--- src/rtl/mem_arb_pkg.sv ---
// Shared types for the mem_read arbiter: FSM state encoding and requester ids.
// Latency: n/a (types only).
// Backpressure: n/a.
package mem_arb_pkg;

    typedef enum logic [1:0] {
        IDLE   = 2'd0,
        GNT_IF = 2'd1,
        GNT_LS = 2'd2
    } arb_state_t;

    localparam logic SRC_IF = 1'b0;
    localparam logic SRC_LS = 1'b1;

endpackage

--- src/rtl/mem_read_arbiter_if.sv ---
// Requester and memory-side read signals of the arbiter, bundled.
// Latency: n/a (wires only).
// Backpressure: en is a level request held until valid; no ready path exists.
interface mem_read_arbiter_if #(
    parameter int ADDR_W = 64,
    parameter int DATA_W = 64
);
    logic              if_en;
    logic [ADDR_W-1:0] if_addr;
    logic              if_valid;
    logic [DATA_W-1:0] if_rdata;

    logic              ls_en;
    logic [ADDR_W-1:0] ls_addr;
    logic              ls_valid;
    logic [DATA_W-1:0] ls_rdata;

    logic              m_en;
    logic [ADDR_W-1:0] m_addr;
    logic              m_valid;
    logic [DATA_W-1:0] m_rdata;

    // Arbiter side.
    modport slave (
        input  if_en, if_addr, ls_en, ls_addr, m_valid, m_rdata,
        output if_valid, if_rdata, ls_valid, ls_rdata, m_en, m_addr
    );

    // Requesters plus memory, as seen from outside the arbiter.
    modport master (
        output if_en, if_addr, ls_en, ls_addr, m_valid, m_rdata,
        input  if_valid, if_rdata, ls_valid, ls_rdata, m_en, m_addr
    );
endinterface

--- src/rtl/mem_arb_timer.sv ---
// Counts granted cycles without a memory response and flags when TIMEOUT is reached.
// Latency: hit is combinational from the registered count.
// Backpressure: none; count saturates at TIMEOUT, TIMEOUT=0 disables hit.
module mem_arb_timer #(
    parameter int TIMEOUT = 255
) (
    input  logic ACLK,
    input  logic ARESET,
    input  logic clr,
    input  logic inc,
    output logic hit
);
    localparam int CNT_W = (TIMEOUT > 0) ? $clog2(TIMEOUT + 1) : 1;
    localparam logic [CNT_W-1:0] LIMIT = CNT_W'(TIMEOUT);

    logic [CNT_W-1:0] wait_cnt;

    always_ff @(posedge ACLK or posedge ARESET) begin
        if (ARESET) begin
            wait_cnt <= '0;
        end else if (clr) begin
            wait_cnt <= '0;
        end else if (inc && (wait_cnt != LIMIT)) begin
            wait_cnt <= wait_cnt + 1'b1;
        end
    end

    assign hit = (TIMEOUT != 0) && (wait_cnt == LIMIT);

endmodule

--- src/rtl/mem_read_arbiter.sv ---
// Round-robin share of one mem_read port between IF and LS, one read outstanding.
// Latency: en sampled at edge N, m_en from N+1; requester valid in the m_valid cycle.
// Backpressure: a pending requester waits in en until granted; grant held until m_valid or timeout.
module mem_read_arbiter
    import mem_arb_pkg::*;
#(
    parameter int ADDR_W  = 64,
    parameter int DATA_W  = 64,
    parameter int TIMEOUT = 255
) (
    input  logic                    ACLK,
    input  logic                    ARESET,
    mem_read_arbiter_if.slave       bus,
    output logic                    busy,
    output logic                    timeout_err
);
    arb_state_t        state;
    arb_state_t        state_nxt;
    logic              rr_last;
    logic [ADDR_W-1:0] m_addr_q;
    logic              tmr_hit;
    logic              granted;
    logic              grant_edge;

    assign granted    = (state != IDLE);
    assign grant_edge = (state == IDLE) && (state_nxt != IDLE);

    mem_arb_timer #(
        .TIMEOUT (TIMEOUT)
    ) u_timer (
        .ACLK   (ACLK),
        .ARESET (ARESET),
        .clr    (state == IDLE),
        .inc    (granted && !bus.m_valid),
        .hit    (tmr_hit)
    );

    always_ff @(posedge ACLK or posedge ARESET) begin
        if (ARESET) begin
            state <= IDLE;
        end else begin
            state <= state_nxt;
        end
    end

    // IF wins a tie unless it was the last side served.
    always_comb begin
        state_nxt = state;
        case (state)
            IDLE: begin
                if (bus.if_en && (!bus.ls_en || (rr_last == SRC_LS))) begin
                    state_nxt = GNT_IF;
                end else if (bus.ls_en) begin
                    state_nxt = GNT_LS;
                end
            end
            GNT_IF, GNT_LS: begin
                if (bus.m_valid || tmr_hit) begin
                    state_nxt = IDLE;
                end
            end
            default: state_nxt = IDLE;
        endcase
    end

    always_ff @(posedge ACLK or posedge ARESET) begin
        if (ARESET) begin
            rr_last     <= SRC_LS;
            m_addr_q    <= '0;
            timeout_err <= 1'b0;
        end else begin
            if (grant_edge) begin
                m_addr_q <= (state_nxt == GNT_IF) ? bus.if_addr : bus.ls_addr;
                rr_last  <= (state_nxt == GNT_IF) ? SRC_IF : SRC_LS;
            end
            // A response arriving in the hit cycle completes normally.
            if (granted && tmr_hit && !bus.m_valid) begin
                timeout_err <= 1'b1;
            end
        end
    end

    always_comb begin
        busy         = granted;
        bus.m_en     = granted;
        bus.m_addr   = m_addr_q;
        bus.if_rdata = bus.m_rdata;
        bus.ls_rdata = bus.m_rdata;
        bus.if_valid = (state == GNT_IF) && bus.m_valid && bus.if_en;
        bus.ls_valid = (state == GNT_LS) && bus.m_valid && bus.ls_en;
    end

endmodule

--- src/flat_wrapper.sv ---
// flat-port wrapper written by rule: the top's interface ports become plain ports
module mem_read_arbiter_flat import mem_arb_pkg::*;
#(
    parameter int ADDR_W  = 64,
    parameter int DATA_W  = 64,
    parameter int TIMEOUT = 255
)
  (ACLK, ARESET, busy, timeout_err, bus_if_en, bus_if_addr, bus_ls_en, bus_ls_addr, bus_m_valid, bus_m_rdata, bus_if_valid, bus_if_rdata, bus_ls_valid, bus_ls_rdata, bus_m_en, bus_m_addr);
  mem_read_arbiter_if #(.ADDR_W(ADDR_W), .DATA_W(DATA_W)) bus_i ();
  input  logic ACLK;
  input  logic ARESET;
  output logic busy;
  output logic timeout_err;
  input wire logic [$bits(bus_i.if_en)-1:0] bus_if_en;
  input wire logic [$bits(bus_i.if_addr)-1:0] bus_if_addr;
  input wire logic [$bits(bus_i.ls_en)-1:0] bus_ls_en;
  input wire logic [$bits(bus_i.ls_addr)-1:0] bus_ls_addr;
  input wire logic [$bits(bus_i.m_valid)-1:0] bus_m_valid;
  input wire logic [$bits(bus_i.m_rdata)-1:0] bus_m_rdata;
  output wire logic [$bits(bus_i.if_valid)-1:0] bus_if_valid;
  output wire logic [$bits(bus_i.if_rdata)-1:0] bus_if_rdata;
  output wire logic [$bits(bus_i.ls_valid)-1:0] bus_ls_valid;
  output wire logic [$bits(bus_i.ls_rdata)-1:0] bus_ls_rdata;
  output wire logic [$bits(bus_i.m_en)-1:0] bus_m_en;
  output wire logic [$bits(bus_i.m_addr)-1:0] bus_m_addr;
  assign bus_i.if_en = bus_if_en;
  assign bus_i.if_addr = bus_if_addr;
  assign bus_i.ls_en = bus_ls_en;
  assign bus_i.ls_addr = bus_ls_addr;
  assign bus_i.m_valid = bus_m_valid;
  assign bus_i.m_rdata = bus_m_rdata;
  assign bus_if_valid = bus_i.if_valid;
  assign bus_if_rdata = bus_i.if_rdata;
  assign bus_ls_valid = bus_i.ls_valid;
  assign bus_ls_rdata = bus_i.ls_rdata;
  assign bus_m_en = bus_i.m_en;
  assign bus_m_addr = bus_i.m_addr;
  mem_read_arbiter #(.ADDR_W(ADDR_W), .DATA_W(DATA_W), .TIMEOUT(TIMEOUT)) u_core (.ACLK(ACLK), .ARESET(ARESET), .bus(bus_i), .busy(busy), .timeout_err(timeout_err));
endmodule
--- config.mk ---
export PLATFORM = sky130hd
export DESIGN_NAME = mem_read_arbiter_flat
export DESIGN_NICKNAME = d
export VERILOG_FILES = /design/src/rtl/mem_arb_pkg.sv /design/src/rtl/mem_read_arbiter_if.sv /design/src/rtl/mem_arb_timer.sv /design/src/rtl/mem_read_arbiter.sv /design/src/flat_wrapper.sv
export SDC_FILE = /design/constraint.sdc
export NUM_CORES = 1
export LEC_CHECK = 0
export ABC_AREA = 0
export BUFFER_PORTS_ARGS = -buffer_cell sky130_fd_sc_hd__buf_2
export CORE_AREA = 3 3 152 154
export DETAILED_ROUTE_END_ITERATION = 7
export DIE_AREA = 0 0 155 157
export PLACE_DENSITY = 0.56
export SETUP_SLACK_MARGIN = 0.2
export SYNTH_ARGS = -nofsm -noshare
export SYNTH_HDL_FRONTEND = slang
export SYNTH_SLANG_ARGS = --single-unit
--- constraint.sdc ---
create_clock -name ACLK -period 6.5 [get_ports ACLK]
set_input_delay 1.95 -clock ACLK [delete_from_list [all_inputs] [get_ports ACLK]]
set_output_delay 1.95 -clock ACLK [all_outputs]
set_load 0.02 [all_outputs]
==> impl_metrics.tcl, run 1 <==
set metrics [dict create \
    synth_largest_area_cell "dfrtp_1" \
    max-slew-margin-rel_pct 41.6 \
    r2r_start "u_core.state[0]$_DFF_PP0_" \
    cts.clk_slew.worst_paths_ns 0.07 \
    core_area_um2 21800 \
    period_share_pct 67.2 \
    synth_top_family_by_area "compound AO/OA/AOI/OAI gates" \
    vias 5060 \
    die_y_um 157 \
    cts_tree "yes" \
    cp-start-kind "primary input" \
    syn-num-nets 860 \
    synth_seq_area_share_pct 32.6 \
    cts.sinks 76 \
    setup_viol_count_final 0 \
    cts_buffers 9 \
    drive_gt1_share_pct 35.6 \
    final_common_cell "buf_2" \
    track_usage_pct 16.3 \
    tns_ns 0 \
    arrival_ns 2.42 \
    yosys.area_share.simple_pct 3.00 \
    yosysWarnings 0 \
    synth_cell_types 38 \
    synthCells 658 \
    finalNetCount 883 \
    hp-start "u_core.timeout_err$_DFFE_PP0P_" \
    synthAdderAreaFrac_pct 1.07 \
    postCtsHoldBufs 0 \
    grt_pass1_vias 5074 \
    path_max_fanout 6 \
    leakage_uw 0.00281 \
    place_ws_ns 1.84 \
    synth-main-ff-cell "dfrtp_1" \
    fin_crit_ns 4.37 \
    synth_compound_area_share_pct 35.6 \
    grt_first_pass_wirelength_mm 31.0 \
    vdd_ir_drop_max_uv 194 \
    hp-class "flop to flop" \
    boundaryPins 394 \
    drt_drc_violations_left 0 \
    synth_area_leaders "dfrtp_1 32%, buf_4 17%, a2111oi_1 10%" \
    cts_resized 0 \
    dp_hpwl_mm 14.1 \
    clock.fmax_mhz 229 \
    routed_wirelength_mm 21.0 \
    netlist_area_um2 5840 \
    grt_overflow 0 \
    post_cts_buffers 0 \
    power_uw 3420 \
    syn2layout_area_growth_pct 9.27 \
    fp-row-count 54 \
    wl_per_cell_um 21.8 \
    antenna_found_initial 0 \
    firstDrtPassIters 4 \
    setup_slack_ns 2.13 \
    grt_max_degree 66 \
    viasPerCell 5.24 \
    dieWidth_um 155 \
    netlist.area_leader.share_pct 32.1 \
    crit_start "bus_m_valid" \
    port_buffers 201 \
    die_area_um2 24300 \
    worstSetupPathType "primary input to output port" \
    avgSynthCellArea_um2 8.88 \
    postRouteAntennaNets 0 \
    worst_slew_pin_slew_ns 0.876 \
    finalHoldViolations 0 \
    maxCapViolCount 0 \
    cp.required_ns 4.55 \
    synth-edff-count 0 \
    first_iter_violations 324 \
    p_per_area_nw_per_um2 536 \
    synth_mux_area_share_pct 0 \
    fillers 2369 \
    endpoint_kind "output port" \
    clk_path_buf_depth 2 \
    skew_ns 0.0129 \
    placed_cell_area_um2 6050 \
    rsz0062_at_grt "no" \
    final_cell_area_um2 6380 \
    cts_root_buf "clkbuf_16" \
    ys_seq_elements 76 \
    status "complete, no violations" \
    maxSlewViolCount 0 \
    synth_xor_area_share_pct 1.05 \
    clkLatencyLatePin_ns 0.35 \
    r2r_slack_ns 3.10 \
    diodes 0 \
    initial_core_util_pct 26.8 \
    async_flop_share_pct 100 \
    place.gp.congestion 0.727 \
    final_cell_mix "201 x buf_2, 75 x dfrtp_1, 68 x inv_1" \
    htree_levels 3 \
]
critical path, stage by stage:
cell and delay (ns):
buf_2 0.14, and3_1 0.18, buf_2 0.15
per-layer routing:
layer / track usage (%) / up-vias / wire, um
met5: 0 / - / 0
met1: 20.5 / 2410 / 8380
met2: 27.5 / 316 / 10400
met4: 3.07 / 0 / 172
met3: 5.44 / 13 / 2050
li1: - / 2321 / -
synth_stat cells (all sizes together), types with 2 or more instances:
master / number
dfrtp: 75
a211oi: 65
a21oi: 3
inv: 69
nor2: 13
xnor2: 3
a2bb2oi: 64
nand4: 2
xor2: 4
a2111oi: 64
nand2b: 2
and3: 5
buf: 146
ha: 5
nand2: 5
o21ai: 64
clkbuf: 54
path summary, 6_finish.rpt:
kind / to / depth (start not counted)
setup / recovery: bus_if_valid / 3
hold / removal: u_core.timeout_err$_DFFE_PP0P_ / 1
setup reg to reg: u_core.bus.m_addr[1]$_DFFE_PP0P_ / 9
hold reg to reg: u_core.timeout_err$_DFFE_PP0P_ / 1
max in group asynchronous: u_core.bus.m_addr[16]$_DFFE_PP0P_ / 3
min in group asynchronous: u_core.bus.m_addr[24]$_DFFE_PP0P_ / 2
power by group:
group          total, uW  switching, uW  internal, uW
Sequential           832            131           701
Clock                587            236           352
Combinational       2000           1270           735
flip-flops by register name, indices dropped and copies added (netlist names):
register                 count
u_core.bus.m_addr           64
u_core.state                 2
u_core.timeout_err           1
u_core.rr_last               1
u_core.u_timer.wait_cnt      8
area by class of cell:
type / count / area [um2] / share of cell area (%)
sequential: 76 / 1900 / 29.8
clock buffer: 10 / 239 / 3.74
multi-input combinational: 313 / 2430 / 38.1
tap: 280 / 350 / 5.49
timing repair buffer: 212 / 1100 / 17.2
inverter: 69 / 260 / 4.08
clock inverter: 6 / 95.1 / 1.49
cells by family after synthesis:
kind of cell,after synthesis
adders and majority gates,5
AOI/OAI and AO/OA,267
buffers and inverters,269
and+or+nand+nor,34
DFF,76
xor gates and xnor gates,7
metrics by stage:
step | utilization [%] | hold WS (ns) | cells
floorplan | - | 0.496 | 658
global placement | 27.7 | 0.500 | 950
detailed placement | 27.7 | 0.502 | 950
CTS | 29.3 | 0.518 | 966
global route | 29.3 | 0.525 | 966
finish | 29.3 | 0.507 | 966
Power figures use the tool's default switching activity.
==> inputs of run 2 (changes only) <==
--- a/config.mk
+++ b/config.mk
@@ -7,10 +7,10 @@
 export LEC_CHECK = 0
 export ABC_AREA = 0
 export BUFFER_PORTS_ARGS = -buffer_cell sky130_fd_sc_hd__buf_2
-export CORE_AREA = 3 3 152 154
+export CORE_AREA = 3 3 151 153
 export DETAILED_ROUTE_END_ITERATION = 7
-export DIE_AREA = 0 0 155 157
-export PLACE_DENSITY = 0.56
+export DIE_AREA = 0 0 154 156
+export PLACE_DENSITY = 0.59
 export SETUP_SLACK_MARGIN = 0.2
 export SYNTH_ARGS = -nofsm -noshare
 export SYNTH_HDL_FRONTEND = slang
==> constraint.sdc (replaced) <==
create_clock -name ACLK -period 3.7 [get_ports ACLK]
set_input_delay 1.11 -clock ACLK [delete_from_list [all_inputs] [get_ports ACLK]]
set_output_delay 1.11 -clock ACLK [all_outputs]
set_load 0.02 [all_outputs]
==> impl_metrics.tcl, run 2 (synthesis results as in run 1) <==
set metrics [dict create \
    path_max_fanout 24 \
    grt_max_degree 66 \
    die_y_um 156 \
    fin_crit_ns 3.03 \
    postCtsHoldBufs 0 \
    hp-class "flop to flop" \
    cp-start-kind "flop" \
    track_usage_pct 16.7 \
    clkLatencyLatePin_ns 0.34 \
    clock.fmax_mhz 330 \
    postRouteAntennaNets 0 \
    worstReg2RegEnd "u_core.bus.m_addr[40]$_DFFE_PP0P_" \
    max-slew-margin-rel_pct 47.6 \
    hp-start "u_core.timeout_err$_DFFE_PP0P_" \
    drive_gt1_share_pct 36.6 \
    core_area_um2 21700 \
    cp_cell_sequence "inv_1, ha_1, nand2b_2, or3_2, buf_4, a2111oi_1, a211oi_1, a2bb2oi_1" \
    r2r_slack_ns 0.67 \
    vdd_ir_drop_max_uv 396 \
    initial_core_util_pct 26.9 \
    worstSetupPathType "flop to flop" \
    cts_buffers 9 \
    port_buffers 201 \
    finalHoldViolations 0 \
    antenna_found_initial 1 \
    viasPerCell 5.28 \
    cts.clk_slew.worst_paths_ns 0.06 \
    syn2layout_area_growth_pct 10.6 \
    maxCapViolCount 0 \
    crit_start "u_core.state[1]$_DFF_PP0_" \
    p_int_uw 3170 \
    cts_tree "yes" \
    grt_first_pass_wirelength_mm 31.4 \
    fp-row-count 54 \
    wl_per_cell_um 21.8 \
    final_cell_mix "201 x buf_2, 75 x dfrtp_1, 68 x inv_1" \
    r2r_start "u_core.state[1]$_DFF_PP0_" \
    rsz0062_at_grt "no" \
    post_cts_buffers 0 \
    routed_wirelength_mm 21.3 \
    vias 5163 \
    max_stage_delay_ns 0.67 \
    boundaryPins 394 \
    crit_family "compound AO/OA/AOI/OAI gates" \
    tns_ns 0 \
    place.gp.congestion 0.765 \
    period_share_pct 81.9 \
    worst_slew_pin_slew_ns 0.787 \
    cts_root_buf "clkbuf_16" \
    grt_pass1_vias 5277 \
    p_per_area_nw_per_um2 928 \
    seq_power_share_pct 24.2 \
    ff2ff_path_depth 8 \
    netSwitchingFraction_pct 47.2 \
    first_iter_violations 221 \
    placed_cell_area_um2 6140 \
    htree_levels 3 \
    die_area_um2 24000 \
    endpoint "u_core.bus.m_addr[40]$_DFFE_PP0P_" \
    path_depth 8 \
    clkPwrFrac_pct 16.2 \
    maxSlewViolCount 0 \
    arrival_ns 3.29 \
    status "complete, no violations" \
    crit_buf_inv 2 \
    cp.required_ns 3.96 \
    final_cell_area_um2 6460 \
    endpoint_kind "flop" \
    largest_reg_flops 64 \
    cts_resized 0 \
    comb_power_share_pct 59.6 \
    finalNetCount 894 \
    clk_path_buf_depth 2 \
    dieWidth_um 154 \
    leakage_uw 0.00287 \
    power_switching_uw 2830 \
    firstDrtPassIters 4 \
    dp_hpwl_mm 15.5 \
    grt_overflow 0 \
    diodes 0 \
    skew_ns 0.00572 \
    cts.sinks 76 \
    fillers 2321 \
    drt_drc_violations_left 0 \
    final_common_cell "buf_2" \
    critPathSlowestCell "or3_2" \
    setup_viol_count_final 0 \
]
## run 2: cell count changes in the layout (fill, tap and decap cells not counted)
cell	before	now
buf_12	1	2
buf_4	10	20
clkbuf_8	1	0
clkinv_2	1	4
clkinv_4	0	1
clkinvlp_4	2	1
inv_6	1	0
inv_8	1	0
## run 2: worst min-delay path by stage
stage / end / slack [ns] / cells after the start
floorplan: u_core.rr_last$_DFFE_PP1P_ / 0.50 / 1
global placement: u_core.timeout_err$_DFFE_PP0P_ / 0.48 / 1
detailed placement: u_core.timeout_err$_DFFE_PP0P_ / 0.49 / 1
CTS: u_core.timeout_err$_DFFE_PP0P_ / 0.50 / 1
global route: u_core.timeout_err$_DFFE_PP0P_ / 0.51 / 1
finish: u_core.timeout_err$_DFFE_PP0P_ / 0.49 / 1
## run 2: metal layers
layer,up-vias,track usage (%),routed length [um]
li1,2347,-,-
met1,2474,19.7,8030
met2,293,27.4,10300
met3,47,5.88,2110
met4,2,7.91,792
met5,-,0,7
## run 2: worst register-to-register path, cell delays in order (launching register included)
cell and delay [ns]:
dfrtp_1 0.41, inv_1 0.16, ha_1 0.48, nand2b_2 0.10
or3_2 0.67, buf_4 0.34, a2111oi_1 0.54, a211oi_1 0.11
a2bb2oi_1 0.16
## run 2: final cells by class
type                    instances  area (um2)  area share [%]
well taps                     280         350            5.42
flip-flops and latches         76        1900            29.5
multi-input cells             313        2430            37.7
clock inverters                 7        91.3            1.41
inverters                      69         260            4.03
repair buffers                223        1200            18.5
clock buffers                   9         225            3.49
## run 2: power groups by stage
stage | sequential (uW) | combinational [uW] | clock [uW]
after CTS | 1460 | 3600 | 1010
after floorplan | 1860 | 2240 | 0
final | 1450 | 3580 | 969
after global placement | 1460 | 3570 | 0
after detailed placement | 1450 | 3600 | 0
after global routing | 1500 | 3870 | 1050
## run 2: metrics by stage
stage	hold slack [ns]	worst slack, ns	utilization (%)	cells	power [uW]
2_1_floorplan	0.496	0.653	-	658	4100
3_3_place_gp	0.484	0.439	28.3	961	5030
3_5_place_dp	0.486	0.417	28.3	961	5060
4_1_cts	0.500	0.698	29.8	977	6070
5_1_grt	0.513	0.504	29.8	977	6410
6_report	0.489	0.669	29.8	977	6000
==> inputs of run 3 (changes only) <==
--- a/config.mk
+++ b/config.mk
@@ -5,12 +5,12 @@
 export SDC_FILE = /design/constraint.sdc
 export NUM_CORES = 1
 export LEC_CHECK = 0
-export ABC_AREA = 0
+export ABC_AREA = 1
 export BUFFER_PORTS_ARGS = -buffer_cell sky130_fd_sc_hd__buf_2
 export CORE_AREA = 3 3 151 153
 export DETAILED_ROUTE_END_ITERATION = 7
 export DIE_AREA = 0 0 154 156
-export PLACE_DENSITY = 0.59
+export PLACE_DENSITY = 0.54
 export SETUP_SLACK_MARGIN = 0.2
 export SYNTH_ARGS = -nofsm -noshare
 export SYNTH_HDL_FRONTEND = slang
==> constraint.sdc (replaced) <==
create_clock -name ACLK -period 3.2 [get_ports ACLK]
set_input_delay 0.96 -clock ACLK [delete_from_list [all_inputs] [get_ports ACLK]]
set_output_delay 0.96 -clock ACLK [all_outputs]
set_load 0.02 [all_outputs]
==> impl_metrics.tcl, run 3 <==
set metrics [dict create \
    status "complete, no violations" \
    path_max_fanout 11 \
    vdd_ir_drop_max_uv 490 \
    arrival_ns 1.54 \
    max-slew-margin-rel_pct 47.9 \
    maxCapViolCount 0 \
    track_usage_pct 13.0 \
    postRouteAntennaNets 0 \
    avgSynthCellArea_um2 7.27 \
    postCtsHoldBufs 0 \
    maxSlewViolCount 0 \
    die_y_um 156 \
    place.gp.congestion 0.731 \
    synth_area_leaders "dfrtp_1 36%, nand2_1 25%, buf_4 21%" \
    syn2layout_area_growth_pct 10.1 \
    firstDrtPassIters 4 \
    vias 4504 \
    yosysWarnings 0 \
    hp-class "flop to flop" \
    endpoint_kind "output port" \
    rsz0062_at_grt "no" \
    drt_drc_violations_left 0 \
    first_iter_violations 229 \
    netlist.area_leader.share_pct 36.2 \
    cp-start-kind "flop" \
    synth_largest_area_cell "dfrtp_1" \
    fin_crit_ns 2.50 \
    async_flop_share_pct 100 \
    leakage_uw 0.00331 \
    core_area_um2 21700 \
    p_per_area_nw_per_um2 1060 \
    clock.fmax_mhz 400 \
    synth_cell_types 22 \
    grt_pass1_vias 4519 \
    yosysMostFrequentCell "nand2_1" \
    worst_slew_pin_slew_ns 0.781 \
    finalNetCount 966 \
    tns_ns 0 \
    cp.required_ns 2.24 \
    ys_seq_elements 76 \
    netlist_area_um2 5180 \
    skew_ns 0.00804 \
    finalHoldViolations 0 \
    final_common_cell "nand2_1" \
    die_area_um2 24000 \
    synth-edff-count 0 \
    setup_viol_count_final 0 \
    routed_wirelength_mm 15.7 \
    dieWidth_um 154 \
    synthCells 713 \
    cts_tree "yes" \
    final_cell_mix "342 x nand2_1, 201 x buf_2, 75 x dfrtp_1" \
    place_ws_ns 0.584 \
    cts.clk_slew.worst_paths_ns 0.06 \
    clkLatencyLatePin_ns 0.34 \
    clk_path_buf_depth 2 \
    wl_per_cell_um 15.0 \
    antenna_found_initial 0 \
    initial_core_util_pct 23.9 \
    setup_slack_ns 0.699 \
    cts_resized 0 \
    dp_hpwl_mm 11.0 \
    drive_gt1_share_pct 31.2 \
    port_buffers 201 \
    syn-num-nets 915 \
    cts.sinks 76 \
    boundaryPins 394 \
    synth_seq_area_share_pct 36.7 \
    cts_buffers 9 \
    synth_common_cells "343 x nand2_1, 142 x buf_4, 75 x dfrtp_1, 65 x nand4_1, 16 x inv_1" \
    largest_reg_flops 64 \
    grt_first_pass_wirelength_mm 24.4 \
    fp-row-count 54 \
    viasPerCell 4.29 \
    period_share_pct 78.1 \
    diodes 0 \
    grt_max_degree 65 \
    post_cts_buffers 0 \
    worstSetupPathType "flop to output port" \
    final_util_pct 26.3 \
    synth-main-ff-cell "dfrtp_1" \
    cts_root_buf "clkbuf_16" \
    htree_levels 3 \
    grt_overflow 0 \
]
-- run 3: cell types whose count changed after synthesis, sizes merged, moves of 19 or more --
cell	change
a2bb2oi	-64
nand4	+63
clkbuf	-48
a2111oi	-64
buf	+19
nand2	+340
inv	-50
a211oi	-64
o21ai	-58
-- run 3: logic make-up after synthesis --
family                   synth area share (%)
flip-flops                               36.7
AO/OA/AOI/OAI                            1.47
adder cells (fa/ha/maj)                  1.21
AND/OR/NAND/NOR                          34.5
buffers and inverters                    26.0
XOR/XNOR                                0.169
-- run 3: routing by layer --
| layer | vias to the layer above | global-route usage, % | part of all wire [%] |
|---|---|---|---|
| li1 | 2225 | - | - |
| met1 | 2058 | 15.2 | 41 |
| met2 | 155 | 21.8 | 48 |
| met3 | 66 | 3.00 | 6.3 |
| met4 | 0 | 7.65 | 4.9 |
| met5 | - | 0 | 0 |
-- run 3: worst max-delay path, stage by stage, from the launching register on --
cell,delay (ns)
dfrtp_1,0.42
inv_1,0.08
ha_1,0.29
inv_2,0.20
buf_2,0.20
-- run 3: cell type report --
type	count	area, um2
clock buffers	10	239
fillers	2466	16000
flip-flops and latches	76	1900
inverters	19	72.6
multi-input cells	447	1950
repair buffers	211	1110
well taps	280	350
clock inverters	6	87.6
-- run 3: where the power goes --
part           internal (uW)  switching [uW]  total (uW)
Combinational            978            2320        3290
Clock                    703             431        1130
Sequential              1400             219        1620
-- run 3: path summary, 6_finish.rpt --
check | slack [ns] | to | depth (start not counted) | start
max reg2reg | 0.78 | u_core.bus.m_addr[41]$_DFFE_PP0P_ | 12 | u_core.state[0]$_DFF_PP0_
max | 0.70 | bus_m_en | 4 | u_core.state[0]$_DFF_PP0_
min | 0.47 | u_core.timeout_err$_DFFE_PP0P_ | 1 | u_core.timeout_err$_DFFE_PP0P_
min reg2reg | 0.47 | u_core.timeout_err$_DFFE_PP0P_ | 1 | u_core.timeout_err$_DFFE_PP0P_
max in group asynchronous | 1.84 | u_core.bus.m_addr[45]$_DFFE_PP0P_ | 3 | ARESET
min in group asynchronous | 0.68 | u_core.bus.m_addr[26]$_DFFE_PP0P_ | 2 | ARESET
-- run 3: metrics by stage --
stage               cell area [um2]  instances  power (uW)  hold WS (ns)
finish                         5710       1049        6050         0.469
floorplan                      5180        713        4330         0.444
detailed placement             5380       1033        5020         0.455
CTS                            5710       1049        6200         0.472
global route                   5710       1049        6660         0.493
global placement               5380       1033        4960         0.457
